--- src/rtl/game_ctrl_if.sv ---
// Handshake bundle between the button/score side and the game_ctrl round sequencer.
interface game_ctrl_if #(
  parameter int unsigned SCORE_W = 8
);
  logic               btn_start;
  logic               btn_pause;
  logic [SCORE_W-1:0] score;
  logic [1:0]         state;
  logic [6:0]         time_left;
  logic               sec_tick;
  logic               round_start;
  logic [SCORE_W-1:0] best_score;

  modport master (
    output btn_start, btn_pause, score,
    input  state, time_left, sec_tick, round_start, best_score
  );

  modport slave (
    input  btn_start, btn_pause, score,
    output state, time_left, sec_tick, round_start, best_score
  );
endinterface

--- src/rtl/game_ctrl.sv ---
// Whack-a-mole round sequencer: game state, round countdown, second tick, best score.
// Optional best-score register enabled by defining GAME_CTRL_HIGH_SCORE_EN.
module game_ctrl #(
  parameter int unsigned TICKS_PER_SEC = 500,
  parameter int unsigned ROUND_SECS    = 30,
  parameter int unsigned FINISH_SECS   = 5,
  parameter int unsigned SCORE_W       = 8
) (
  input  logic       clk_500hz,
  input  logic       rst_n,
  game_ctrl_if.slave bus
);

  localparam int unsigned PW        = $clog2(TICKS_PER_SEC);
  localparam int unsigned HOLD_CYC  = FINISH_SECS * TICKS_PER_SEC;
  localparam int unsigned HW        = $clog2(HOLD_CYC);

  typedef enum logic [1:0] {
    ST_STATUS = 2'b00,
    ST_PLAY   = 2'b01,
    ST_PAUSE  = 2'b10,
    ST_FINISH = 2'b11
  } state_t;

  state_t        state_q;
  logic [PW-1:0] psc_q;
  logic [HW-1:0] hold_q;
  logic [6:0]    time_q;
  logic          tick_q;
  logic          rs_q;
  logic          wrap_c;
  logic          expire_c;

  // Expiry is the wrap edge that takes the countdown from 1 to 0.
  assign wrap_c   = (state_q == ST_PLAY) && (psc_q == PW'(TICKS_PER_SEC - 1));
  assign expire_c = wrap_c && (time_q == 7'd1);

  always_ff @(posedge clk_500hz or negedge rst_n) begin
    if (!rst_n) begin
      state_q <= ST_STATUS;
      psc_q   <= '0;
      hold_q  <= '0;
      time_q  <= 7'(ROUND_SECS);
      tick_q  <= 1'b0;
      rs_q    <= 1'b0;
    end else begin
      tick_q <= 1'b0;
      rs_q   <= 1'b0;
      case (state_q)
        ST_STATUS: begin
          if (bus.btn_start) begin
            state_q <= ST_PLAY;
            time_q  <= 7'(ROUND_SECS);
            psc_q   <= '0;
            rs_q    <= 1'b1;
          end
        end
        ST_PLAY: begin
          // The pause edge still counts; the prescaler freezes from PAUSE onward.
          if (wrap_c) begin
            psc_q  <= '0;
            tick_q <= 1'b1;
            if (time_q != 7'd0) time_q <= time_q - 7'd1;
          end else begin
            psc_q <= psc_q + PW'(1);
          end
          if (expire_c) begin
            state_q <= ST_FINISH;
            hold_q  <= '0;
          end else if (bus.btn_pause) begin
            state_q <= ST_PAUSE;
          end
        end
        ST_PAUSE: begin
          if (bus.btn_pause || bus.btn_start) state_q <= ST_PLAY;
        end
        ST_FINISH: begin
          if (bus.btn_start || (hold_q == HW'(HOLD_CYC - 1))) begin
            state_q <= ST_STATUS;
            hold_q  <= '0;
          end else begin
            hold_q <= hold_q + HW'(1);
          end
        end
      endcase
    end
  end

  assign bus.state       = state_q;
  assign bus.time_left   = time_q;
  assign bus.sec_tick    = tick_q;
  assign bus.round_start = rs_q;

`ifdef GAME_CTRL_HIGH_SCORE_EN
  logic [SCORE_W-1:0] best_q;

  // Final score is the one presented on the edge that enters FINISH.
  always_ff @(posedge clk_500hz or negedge rst_n) begin
    if (!rst_n) begin
      best_q <= '0;
    end else if (expire_c && (bus.score > best_q)) begin
      best_q <= bus.score;
    end
  end

  assign bus.best_score = best_q;
`else
  logic unused_score;
  assign unused_score   = ^bus.score;
  assign bus.best_score = '0;
`endif

endmodule

--- src/flat_wrapper.sv ---
// flat-port wrapper written by rule: the top's interface ports become plain ports
module game_ctrl_flat 
#(
  parameter int unsigned TICKS_PER_SEC = 500,
  parameter int unsigned ROUND_SECS    = 30,
  parameter int unsigned FINISH_SECS   = 5,
  parameter int unsigned SCORE_W       = 8
)
  (clk_500hz, rst_n, bus_btn_start, bus_btn_pause, bus_score, bus_state, bus_time_left, bus_sec_tick, bus_round_start, bus_best_score);
  game_ctrl_if #(.SCORE_W(SCORE_W)) bus_i ();
  input  logic clk_500hz;
  input  logic rst_n;
  input wire logic [$bits(bus_i.btn_start)-1:0] bus_btn_start;
  input wire logic [$bits(bus_i.btn_pause)-1:0] bus_btn_pause;
  input wire logic [$bits(bus_i.score)-1:0] bus_score;
  output wire logic [$bits(bus_i.state)-1:0] bus_state;
  output wire logic [$bits(bus_i.time_left)-1:0] bus_time_left;
  output wire logic [$bits(bus_i.sec_tick)-1:0] bus_sec_tick;
  output wire logic [$bits(bus_i.round_start)-1:0] bus_round_start;
  output wire logic [$bits(bus_i.best_score)-1:0] bus_best_score;
  assign bus_i.btn_start = bus_btn_start;
  assign bus_i.btn_pause = bus_btn_pause;
  assign bus_i.score = bus_score;
  assign bus_state = bus_i.state;
  assign bus_time_left = bus_i.time_left;
  assign bus_sec_tick = bus_i.sec_tick;
  assign bus_round_start = bus_i.round_start;
  assign bus_best_score = bus_i.best_score;
  game_ctrl #(.TICKS_PER_SEC(TICKS_PER_SEC), .ROUND_SECS(ROUND_SECS), .FINISH_SECS(FINISH_SECS), .SCORE_W(SCORE_W)) u_core (.clk_500hz(clk_500hz), .rst_n(rst_n), .bus(bus_i));
endmodule
--- config.mk ---
export PLATFORM = sky130hd
export DESIGN_NAME = game_ctrl_flat
export DESIGN_NICKNAME = d
export VERILOG_FILES = /design/src/rtl/game_ctrl_if.sv /design/src/rtl/game_ctrl.sv /design/src/flat_wrapper.sv
export SDC_FILE = /design/constraint.sdc
export NUM_CORES = 1
export LEC_CHECK = 0
export ABC_CLOCK_PERIOD_IN_PS = 4300
export CORE_AREA = 2 2 73 75
export CTS_CLUSTER_SIZE = 25
export DETAILED_ROUTE_END_ITERATION = 16
export DIE_AREA = 0 0 75 77
export PLACE_DENSITY = 0.69
export SLEW_MARGIN = 20
export SYNTH_ARGS = -nofsm -noshare
export SYNTH_HDL_FRONTEND = slang
export SYNTH_SLANG_ARGS = --single-unit
--- constraint.sdc ---
create_clock -name clk_500hz -period 4.3 [get_ports clk_500hz]
set_input_delay 0.86 -clock clk_500hz [delete_from_list [all_inputs] [get_ports clk_500hz]]
set_output_delay 0.86 -clock clk_500hz [all_outputs]
set_load 0.01 [all_outputs]
==> run_results.csv, run 1 <==
group,metric,value,unit
logic_synthesis,yosysSeqAreaShare,41.3,%
critical_path,cpMaxStageDelayCell,"nand4_1",
logic_synthesis,ys_warn_count,0,
sta,setup_ws,1.83,ns
critical_path,worst_setup_path_start_kind,"flip-flop",
logic_synthesis,synth_largest_area_cell,"dfrtp_1",
floorplanning,rows,26,
global_routing,grt_start_max_net_pins,33,
placed_design,detailedPlace.worstSlack,1.61,ns
power_and_ir_drop,p_leak,0.899,nW
routing,wl_per_cell,13.5,um
critical_path,worst-path-max-fanout,17,
final_layout,antennaDiodeCount,0,
sta,maxSlewHeadroom,51.5,%
sta,drv_slew,0,
routing,antenna_violating_nets_post_route,0,
logic_synthesis,number_of_enable_type_register_cells_in_the_synthesized_netlist,0,
floorplanning,die_height,77,um
sta,rsz0062_at_grt,"false",
routing,route.detailed.vias_per_inst,5.51,
routing,wl_met2,1.90,mm
critical_path,critical_path.reg2reg.startpoint,"u_core.hold_q[0]$_DFFE_PN0P_",
min_path,hold_path.startpoint,"u_core.psc_q[0]$_DFFE_PN0P_",
sta,max_freq,405,MHz
critical_path,critical_path_depth,5,
logic_synthesis,syn-mean-instance-area,9.03,sq um
final_layout,synthToLayoutAreaGrowth,12.3,%
floorplanning,die-width,75,um
sta,layout_worst_path_cycle_share,57.4,%
cts,cts_inserted_buffers,5,
cts,clk-insertion-delay-late,0.28,ns
floorplanning,fp.dieArea,0.00578,sq mm
routing,top_layer,"met4",
cts,tritoncts_num_sinks,32,
routing,routed_wirelength,4.03,mm
placed_design,io_buffer_count,14,
logic_synthesis,synth.distinct_cells,53,
power_and_ir_drop,vdd_drop_max,345,uV
critical_path,worstSetupEndpoint,"u_core.hold_q[5]$_DFFE_PN0P_",
placed_design,hpwlAfterDp,2.77,mm
sta,setup_viol_count_final,0,
cts,path_clk_slew,0.07,ns
floorplanning,top_level_ports,31,
routing,drt_drc_violations_left,0,
routing,drt_first_iter_violations,135,
cts,cts-hold-fix-buffers,0,
global_routing,gr-total-overflow,0,
critical_path,worstPathRequired,4.46,ns
cts,htree_num_levels,2,
power_and_ir_drop,power_per_cell_area,508,mW/mm^2
logic_synthesis,synth.top_cells.by_area,"dfrtp_1, dfstp_2, nand3_1, a31oi_1, nand2_1",
floorplanning,starting_density_of_the_core,39.2,%
critical_path,sum_of_buffers_and_inverters_on_the_critical_path,0,
min_path,type_of_the_tightest_min_delay_check,"flip-flop to flip-flop",
critical_path,longest_individual_stage_delay_on_the_worst_path,0.68,ns
critical_path,worstRegToRegCells,5,
floorplanning,core_area,0.00498,sq mm
global_routing,track_usage,15.4,%
critical_path,critPathArrivalTime,2.62,ns
cts,cts_resized,0,
run_status,status,"complete, no violations",
routing,routed-via-count,1647,
logic_synthesis,synth.cell_area,0.00195,sq mm
logic_synthesis,top_flip_flop_cell_by_instance_count_after_synthesis,"dfrtp_1",
critical_path,criticalPathCategory,"flip-flop to flip-flop",
routing,met1Wirelength,1.91,mm
routing,dr.pass1.iters,4,
critical_path,cp_top_family,"simple AND/OR/NAND/NOR gates",
cts,post-cts-setup-buffers,0,
sta,report.final.hold_viol_count,0,
placed_design,gp_congestion,0.900,
global_routing,wire_length_of_the_first_global_routing_pass,6.96,mm
logic_synthesis,synth-seq-cells,32,
final_layout,drive_above_1_share,6.55,%
final_layout,final_nets,245,
sta,final_period_minus_worst_setup_slack,2.47,ns
sta,clk_skew,0.00632,ns
routing,met3RoutedLength,177,um
global_routing,grt_antenna_before_repair,0,
critical_path,rrSetupSlack,1.83,ns
global_routing,grt_pass1_vias,1466,
cts,cts_tree,"done",
run,maxCapViolations,0,
cts,clock-root-buffer,"clkbuf_8",
sta,max_slew.worst_pin.slew,0.728,ns
critical_path,worst_path_cell_chain,"ha_1 > nor4b_1 > nand4_1 > a32oi_1 > o22ai_1",
sta,totalNegativeSetupSlack,0,ns
cts,clk_path_buf_depth,2,
logic_synthesis,synthCells,216,
critical_path,rr_endpoint,"u_core.hold_q[5]$_DFFE_PN0P_",
critical_path,endpoint_kind,"flip-flop",
logic_synthesis,synthArstFlopShare,100,%
logic_synthesis,post-synth-top-area-fraction,35.9,%
critical_path,critPathLaunch,"u_core.hold_q[0]$_DFFE_PN0P_",
-- kinds of logic after synthesis --
logic type      count (synthesis)  synth area share, %
mux                             3                 1.60
simple gates                   99                 29.0
xor+xnor                        1                0.449
compound gates                 49                 16.7
other cells                     1                0.192
buf+inv                        26                 7.50
fa+ha+maj                       5                 3.21
flops                          32                 41.3
-- cell type report --
cell class | instances | area, sq um
multi-input combinational | 165 | 1020
timing repair buffer | 15 | 148
clock buffer | 8 | 90.1
inverter | 9 | 33.8
sequential | 32 | 806
tap | 70 | 87.6
fill | 504 | 2790
-- power by group --
group | total (W) | internal, W | leakage, nW | switching, W
Combinational | 0.000403 | 0.000171 | 0.432 | 0.000231
Sequential | 0.000473 | 0.000376 | 0.421 | 0.0000979
Clock | 0.000237 | 0.000130 | 0.0455 | 0.000107
-- worst register-to-register path: cells and delay by family (launching register included) --
family          cells  cell delay, ns
simple gates        2            1.14
compound gates      2            0.54
fa+ha+maj           1            0.25
flops               1            0.42
-- stage by stage --
step	power, W	util [%]	std cells	cell area, sq um	hold WS, ns
floorplan	0.000763	-	223	1980	0.468
global placement	0.000869	42.2	291	2100	0.489
detailed placement	0.000881	42.2	291	2100	0.495
CTS	0.00112	44.0	299	2190	0.504
global route	0.00120	44.0	299	2190	0.528
finish	0.00111	44.0	299	2190	0.506
-- sequential cells by signal, indices dropped and copies added, names as in the netlist --
name	cells
u_core.bus.round_start	1
u_core.bus.sec_tick	1
u_core.bus.state	2
u_core.bus.time_left	7
u_core.hold_q	12
u_core.psc_q	9
-- cells in the mapped netlist, types with 2 or more instances --
cell and number:
and4_1 2, nor2_1 7, nand4_1 6, a211oi_1 2, inv_1 8, dfstp_2 4, nor4_1 5, o21ai_1 10
nor2b_1 3, a31oi_1 14, nand3b_1 4, nor3_1 3, and3b_1 2, mux2i_1 2, nand3_1 19, dfrtp_1 28
ha_1 5, buf_6 2, and3_1 5, and4b_1 2, clkbuf_1 4, buf_2 3, a41oi_1 2, a21oi_1 5
o21ai_0 2, o22ai_1 2, o31ai_1 2, or3_1 6, nand2_1 20, or4_1 6, nand4b_1 2, buf_4 8
-- layout by cell type, fill, tap and decap left out, types with 2 or more instances in the layout --
cell	netlist	layout
and4_1	2	2
inv_1	8	8
nand3_1	19	19
or3_1	6	6
nor2_1	7	7
o22ai_1	2	2
a31oi_1	14	14
nand4b_1	2	2
nor4_1	5	5
clkbuf_1	4	2
ha_1	5	5
dfrtp_1	28	28
o21ai_1	10	10
clkbuf_8	0	6
nand3b_1	4	4
mux2i_1	2	2
a41oi_1	2	2
nor2b_1	3	3
nand2_1	20	20
a21oi_1	5	5
and3b_1	2	2
clkdlybuf4s50_1	0	14
nor3_1	3	3
and4b_1	2	2
conb_1	1	8
nand4_1	6	6
and3_1	5	5
or4_1	6	6
o21ai_0	2	2
dfstp_2	4	4
o31ai_1	2	2
a211oi_1	2	2
-- how the worst min path moves through the flow --
| stage | endpoint | cells after the start |
|---|---|---|
| after CTS | u_core.psc_q[0]$_DFFE_PN0P_ | 1 |
| after global placement | u_core.psc_q[0]$_DFFE_PN0P_ | 1 |
| final | u_core.psc_q[0]$_DFFE_PN0P_ | 1 |
| after detailed placement | u_core.psc_q[0]$_DFFE_PN0P_ | 1 |
| after global routing | u_core.psc_q[0]$_DFFE_PN0P_ | 1 |
| after floorplan | u_core.psc_q[0]$_DFFE_PN0P_ | 1 |
-- metal layers --
layer,vias up,track usage [%]
li1,824,-
met1,781,22.0
met2,37,21.9
met3,5,5.12
met4,0,4.46
met5,-,0
No activity file was read; power rests on OpenSTA's default activity.
==> run 2, diff against run 1 <==
Settings changed: ABC_CLOCK_PERIOD_IN_PS 4300 to 2200, PLACE_DENSITY 0.69 to 0.71.
Clock period 4.3 ns to 2.2 ns, I/O delays scaled along.
==> run_results.csv, run 2 (synthesis results as in run 1) <==
group,metric,value,unit
sta,report.final.hold_viol_count,0,
cts,cts_tree,"done",
critical_path,longest_individual_stage_delay_on_the_worst_path,0.61,ns
placed_design,hpwlAfterDp,2.82,mm
critical_path,rr_endpoint,"u_core.hold_q[5]$_DFFE_PN0P_",
cts,tritoncts_num_sinks,32,
sta,drv_slew,0,
critical_path,cp_top_family,"buffers and inverters",
floorplanning,top_level_ports,31,
global_routing,gr-total-overflow,0,
routing,drt_drc_violations_left,0,
global_routing,groute.layer.met2.usage,23.4,%
critical_path,critical_path.reg2reg.startpoint,"u_core.hold_q[0]$_DFFE_PN0P_",
global_routing,global_route.usage.met3,5.12,%
sta,rsz0062_at_grt,"false",
floorplanning,die-width,75,um
placed_design,io_buffer_count,14,
sta,final.hold.worst_slack,0.503,ns
cts,cts_inserted_buffers,5,
final_layout,most_frequent_cells_in_the_layout,"dfrtp_1, nand2_1, nand3_1, a31oi_1, clkdlybuf4s50_1",
sta,totalNegativeSetupSlack,0,ns
cts,path_clk_slew,0.06,ns
cts,clk-insertion-delay-late,0.29,ns
critical_path,critPathArrivalTime,1.44,ns
routing,wl_per_cell,13.4,um
floorplanning,starting_density_of_the_core,39.2,%
sta,final_period_minus_worst_setup_slack,1.88,ns
final_layout,final_nets,253,
floorplanning,fp.dieArea,0.00578,sq mm
global_routing,grt_antenna_before_repair,0,
routing,drt_first_iter_violations,65,
run_status,status,"complete, no violations",
cts,cts_resized,0,
min_path,worst_hold_path.num_cells,1,
critical_path,criticalPathCategory,"flip-flop to output pin",
routing,dr.pass1.iters,4,
global_routing,grt_start_max_net_pins,33,
cts,htree_num_levels,2,
power_and_ir_drop,power_per_cell_area,988,mW/mm^2
min_path,min_delay_worst_endpoint,"u_core.psc_q[0]$_DFFE_PN0P_",
routing,route.detailed.vias_per_inst,5.54,
global_routing,grt_busiest_layer,"met2",
placed_design,gp_congestion,0.786,
sta,layout_worst_path_cycle_share,85.4,%
floorplanning,rows,26,
final_layout,largest_register_ffs,12,
critical_path,cpMaxStageDelayCell,"clkdlybuf4s50_1",
routing,routed_wirelength,4.10,mm
critical_path,rrSetupSlack,0.34,ns
cts,clock-root-buffer,"clkbuf_8",
global_routing,wire_length_of_the_first_global_routing_pass,7.00,mm
critical_path,worst-path-max-fanout,11,
sta,setup_viol_count_final,0,
power_and_ir_drop,p_leak,0.937,nW
floorplanning,core_area,0.00498,sq mm
global_routing,track_usage,15.7,%
min_path,type_of_the_tightest_min_delay_check,"flip-flop to flip-flop",
run,maxCapViolations,0,
sta,max_freq,532,MHz
critical_path,endpoint_kind,"output pin",
critical_path,worst_path_cell_chain,"clkdlybuf4s50_1",
routing,routed-via-count,1702,
min_path,hold_path.startpoint,"u_core.psc_q[0]$_DFFE_PN0P_",
final_layout,synthToLayoutAreaGrowth,15.3,%
critical_path,worstRegToRegCells,6,
power_and_ir_drop,vdd_drop_max,704,uV
final_layout,largest-register,"u_core.hold_q",
global_routing,grt_pass1_vias,1549,
final_layout,final_util,45.2,%
final_layout,drive_above_1_share,9.70,%
sta,clk_skew,0.00397,ns
global_routing,use_met1,20.9,%
critical_path,sum_of_buffers_and_inverters_on_the_critical_path,1,
cts,clk_path_buf_depth,2,
critical_path,worst_setup_path_start_kind,"flip-flop",
final_layout,antennaDiodeCount,0,
floorplanning,die_height,77,um
routing,antenna_violating_nets_post_route,0,
critical_path,worstPathRequired,1.76,ns
final_layout,layout_commonest_cell,"dfrtp_1",
-- run 2: changes by cell type in the layout (fill, tap and decap cells not counted) --
cell   before  now
buf_4       1    9
-- run 2: routing by layer --
| metal | part of all wire, % | up-vias |
|---|---|---|
| met5 | 0 | - |
| met4 | 1.8 | 0 |
| met3 | 4.1 | 8 |
| met2 | 47 | 28 |
| met1 | 47 | 822 |
| li1 | - | 844 |
-- run 2: worst max-delay path by stage --
stage | start | to | slack (ns) | cells past startpoint
after global placement | bus_btn_start | u_core.bus.time_left[2]$_DFFE_PN1P_ | 0.16 | 5
final | u_core.bus.state[0]$_DFFE_PN0P_ | bus_state[0] | 0.32 | 1
after global routing | u_core.hold_q[0]$_DFFE_PN0P_ | u_core.hold_q[4]$_DFFE_PN0P_ | 0.19 | 6
after floorplan | u_core.bus.time_left[1]$_DFFE_PN1P_ | u_core.bus.time_left[3]$_DFFE_PN1P_ | 0.50 | 6
after detailed placement | bus_btn_start | u_core.bus.time_left[3]$_DFFE_PN1P_ | 0.15 | 5
after CTS | u_core.hold_q[0]$_DFFE_PN0P_ | u_core.hold_q[4]$_DFFE_PN0P_ | 0.18 | 6
-- run 2: stage by stage --
stage	total power, W	cells	instance area [sq um]	worst slack (ns)
after detailed placement	0.00176	297	2140	0.152
after CTS	0.00224	305	2230	0.180
after global placement	0.00174	297	2140	0.162
final	0.00222	307	2250	0.322
after floorplan	0.00149	223	1980	0.501
after global routing	0.00239	307	2250	0.185
-- run 2: area by class of cell --
cell class / instances / area [sq um]
timing repair buffer: 23 / 208
fill: 510 / 2730
inverter: 9 / 33.8
tap: 70 / 87.6
clock buffer: 8 / 90.1
multi-input combinational: 165 / 1020
sequential: 32 / 806
-- run 2: repair_timing --
| action | in CTS | in global routing |
|---|---|---|
| buffers inserted | 0 | 2 |
| hold buffers | 0 | 0 |
| endpoints found under the setup margin | 0 | 4 |
-- run 2: where the power goes --
group | switching, W | internal, W | leakage (nW)
clock network | 0.000215 | 0.000255 | 0.0455
logic | 0.000461 | 0.000370 | 0.470
registers | 0.000187 | 0.000734 | 0.421
-- run 2: worst register-to-register path, stage by stage (launching register included) --
cell	delay, ns
dfrtp_1	0.42
ha_1	0.25
nor4b_1	0.37
nand4_1	0.22
buf_4	0.21
a32oi_1	0.18
o22ai_1	0.10
==> run 3, diff against run 2 <==
Settings changed: CORE_AREA 2 2 73 75 to 2 2 67 69, DIE_AREA 0 0 75 77 to 0 0 69 71, PLACE_DENSITY 0.71 to 0.81.
==> run_results.csv, run 3 (synthesis results as in run 1) <==
group,metric,value,unit
final_layout,largest-register,"u_core.hold_q",
cts,clk-insertion-delay-late,0.29,ns
cts,htree_num_levels,2,
floorplanning,die_height,71,um
final_layout,multiInputGateArea,0.00103,sq mm
routing,wl_per_cell,14.5,um
critical_path,endpoint_kind,"output pin",
final_layout,layout_commonest_cell,"dfrtp_1",
placed_design,gp_congestion,0.800,
critical_path,critical_path_depth,1,
sta,layout_worst_path_cycle_share,85.2,%
critical_path,worst_path_cell_chain,"clkdlybuf4s50_1",
final_layout,synthToLayoutAreaGrowth,14.1,%
cts,cts_tree,"done",
sta,clk_skew,0.00615,ns
power_and_ir_drop,vdd_drop_max,671,uV
run,maxCapViolations,0,
floorplanning,die-width,69,um
global_routing,grt_pass1_vias,1616,
floorplanning,rows,24,
sta,final_period_minus_worst_setup_slack,1.88,ns
critical_path,worst-path-max-fanout,8,
sta,drv_slew,0,
global_routing,gr-total-overflow,0,
cts,clock-root-buffer,"clkbuf_8",
final_layout,largest_register_ffs,12,
cts,clk_path_buf_depth,2,
final_layout,footprint_of_the_flip_flops_and_latches,806,sq um
global_routing,track_usage,18.4,%
sta,rsz0062_at_grt,"false",
final_layout,final.fill_count,373,
critical_path,criticalPathCategory,"flip-flop to output pin",
routing,dr.pass1.iters,4,
routing,antenna_violating_nets_post_route,0,
sta,max_freq,533,MHz
cts,tritoncts_num_sinks,32,
power_and_ir_drop,fin_total_pwr,0.00226,W
routing,routed_wirelength,4.16,mm
critical_path,cpMaxStageDelayCell,"dfstp_2",
min_path,type_of_the_tightest_min_delay_check,"flip-flop to flip-flop",
critical_path,worstPathRequired,1.76,ns
floorplanning,fp.dieArea,0.00490,sq mm
routing,routed-via-count,1715,
global_routing,grt_start_max_net_pins,33,
routing,drt_drc_violations_left,0,
cts,cts-hold-fix-buffers,0,
power_and_ir_drop,power_per_cell_area,1020,mW/mm^2
floorplanning,core_area,0.00420,sq mm
routing,route.detailed.vias_per_inst,5.95,
floorplanning,top_level_ports,31,
global_routing,wire_length_of_the_first_global_routing_pass,7.33,mm
critical_path,sum_of_buffers_and_inverters_on_the_critical_path,1,
routing,drt_first_iter_violations,133,
min_path,worst_hold_path.num_cells,1,
final_layout,most_frequent_cells_in_the_layout,"dfrtp_1, nand2_1, nand3_1, a31oi_1, clkdlybuf4s50_1",
critical_path,longest_individual_stage_delay_on_the_worst_path,0.59,ns
run_status,status,"complete, no violations",
final_layout,final_nets,252,
floorplanning,starting_density_of_the_core,46.4,%
global_routing,grt_antenna_before_repair,0,
sta,totalNegativeSetupSlack,0,ns
power_and_ir_drop,p_leak,0.935,nW
critical_path,cp_top_family,"flip-flops",
critical_path,critPathArrivalTime,1.44,ns
final_layout,drive_above_1_share,9.75,%
cts,path_clk_slew,0.07,ns
critical_path,worstRegToRegCells,6,
critical_path,worst_setup_path_start_kind,"flip-flop",
placed_design,io_buffer_count,14,
sta,setup_viol_count_final,0,
placed_design,hpwlAfterDp,2.98,mm
sta,report.final.hold_viol_count,0,
final_layout,antennaDiodeCount,0,
cts,cts_inserted_buffers,5,
## run 3: through the flow
step | hold slack, ns | setup WS (ns) | cells | cell area (sq um) | util, %
2_1_floorplan | 0.144 | 0.501 | 223 | 1980 | -
3_3_place_gp | 0.489 | 0.191 | 280 | 2130 | 50.7
3_5_place_dp | 0.498 | 0.164 | 280 | 2130 | 50.7
4_1_cts | 0.508 | 0.220 | 288 | 2220 | 52.8
5_1_grt | 0.542 | 0.122 | 288 | 2230 | 52.9
6_report | 0.503 | 0.325 | 288 | 2230 | 52.9
## run 3: layer usage
metal  track usage (%)  share of wire [%]  up-vias
met5                 0                  0        -
met4              7.63                1.5        0
met3              5.41                4.8        8
met2              30.1                 49       39
met1              22.9                 44      833
li1                  -                  -      835
## run 3: area by class of cell
class                           count  area share, %
Timing Repair Buffer               22           8.99
Multi-Input combinational cell    165           46.3
Clock buffer                        8           4.05
Inverter                            9           1.52
Tap cell                           52           2.92
Sequential cell                    32           36.2
## run 3: report_power, final
part	switching [W]	total, W	internal [W]	leakage [nW]
logic	0.000498	0.000882	0.000384	0.468
clock network	0.000219	0.000474	0.000255	0.0455
registers	0.000169	0.000903	0.000735	0.421
## run 3: path summary, 6_finish.rpt
| path | to | startpoint | slack, ns |
|---|---|---|---|
| max | bus_time_left[2] | u_core.bus.time_left[2]$_DFFE_PN1P_ | 0.32 |
| min | u_core.psc_q[0]$_DFFE_PN0P_ | u_core.psc_q[0]$_DFFE_PN0P_ | 0.50 |
| max reg2reg | u_core.bus.time_left[0]$_DFFE_PN0P_ | u_core.psc_q[0]$_DFFE_PN0P_ | 0.33 |
| min reg2reg | u_core.psc_q[0]$_DFFE_PN0P_ | u_core.psc_q[0]$_DFFE_PN0P_ | 0.50 |
| max in group asynchronous | u_core.bus.time_left[1]$_DFFE_PN1P_ | rst_n | 1.31 |
| min in group asynchronous | u_core.hold_q[2]$_DFFE_PN0P_ | rst_n | 0.55 |
## run 3: what timing repair did
action	CTS	global route
setup endpoints to repair	0	2
gates resized for setup	0	1
setup buffers	0	0
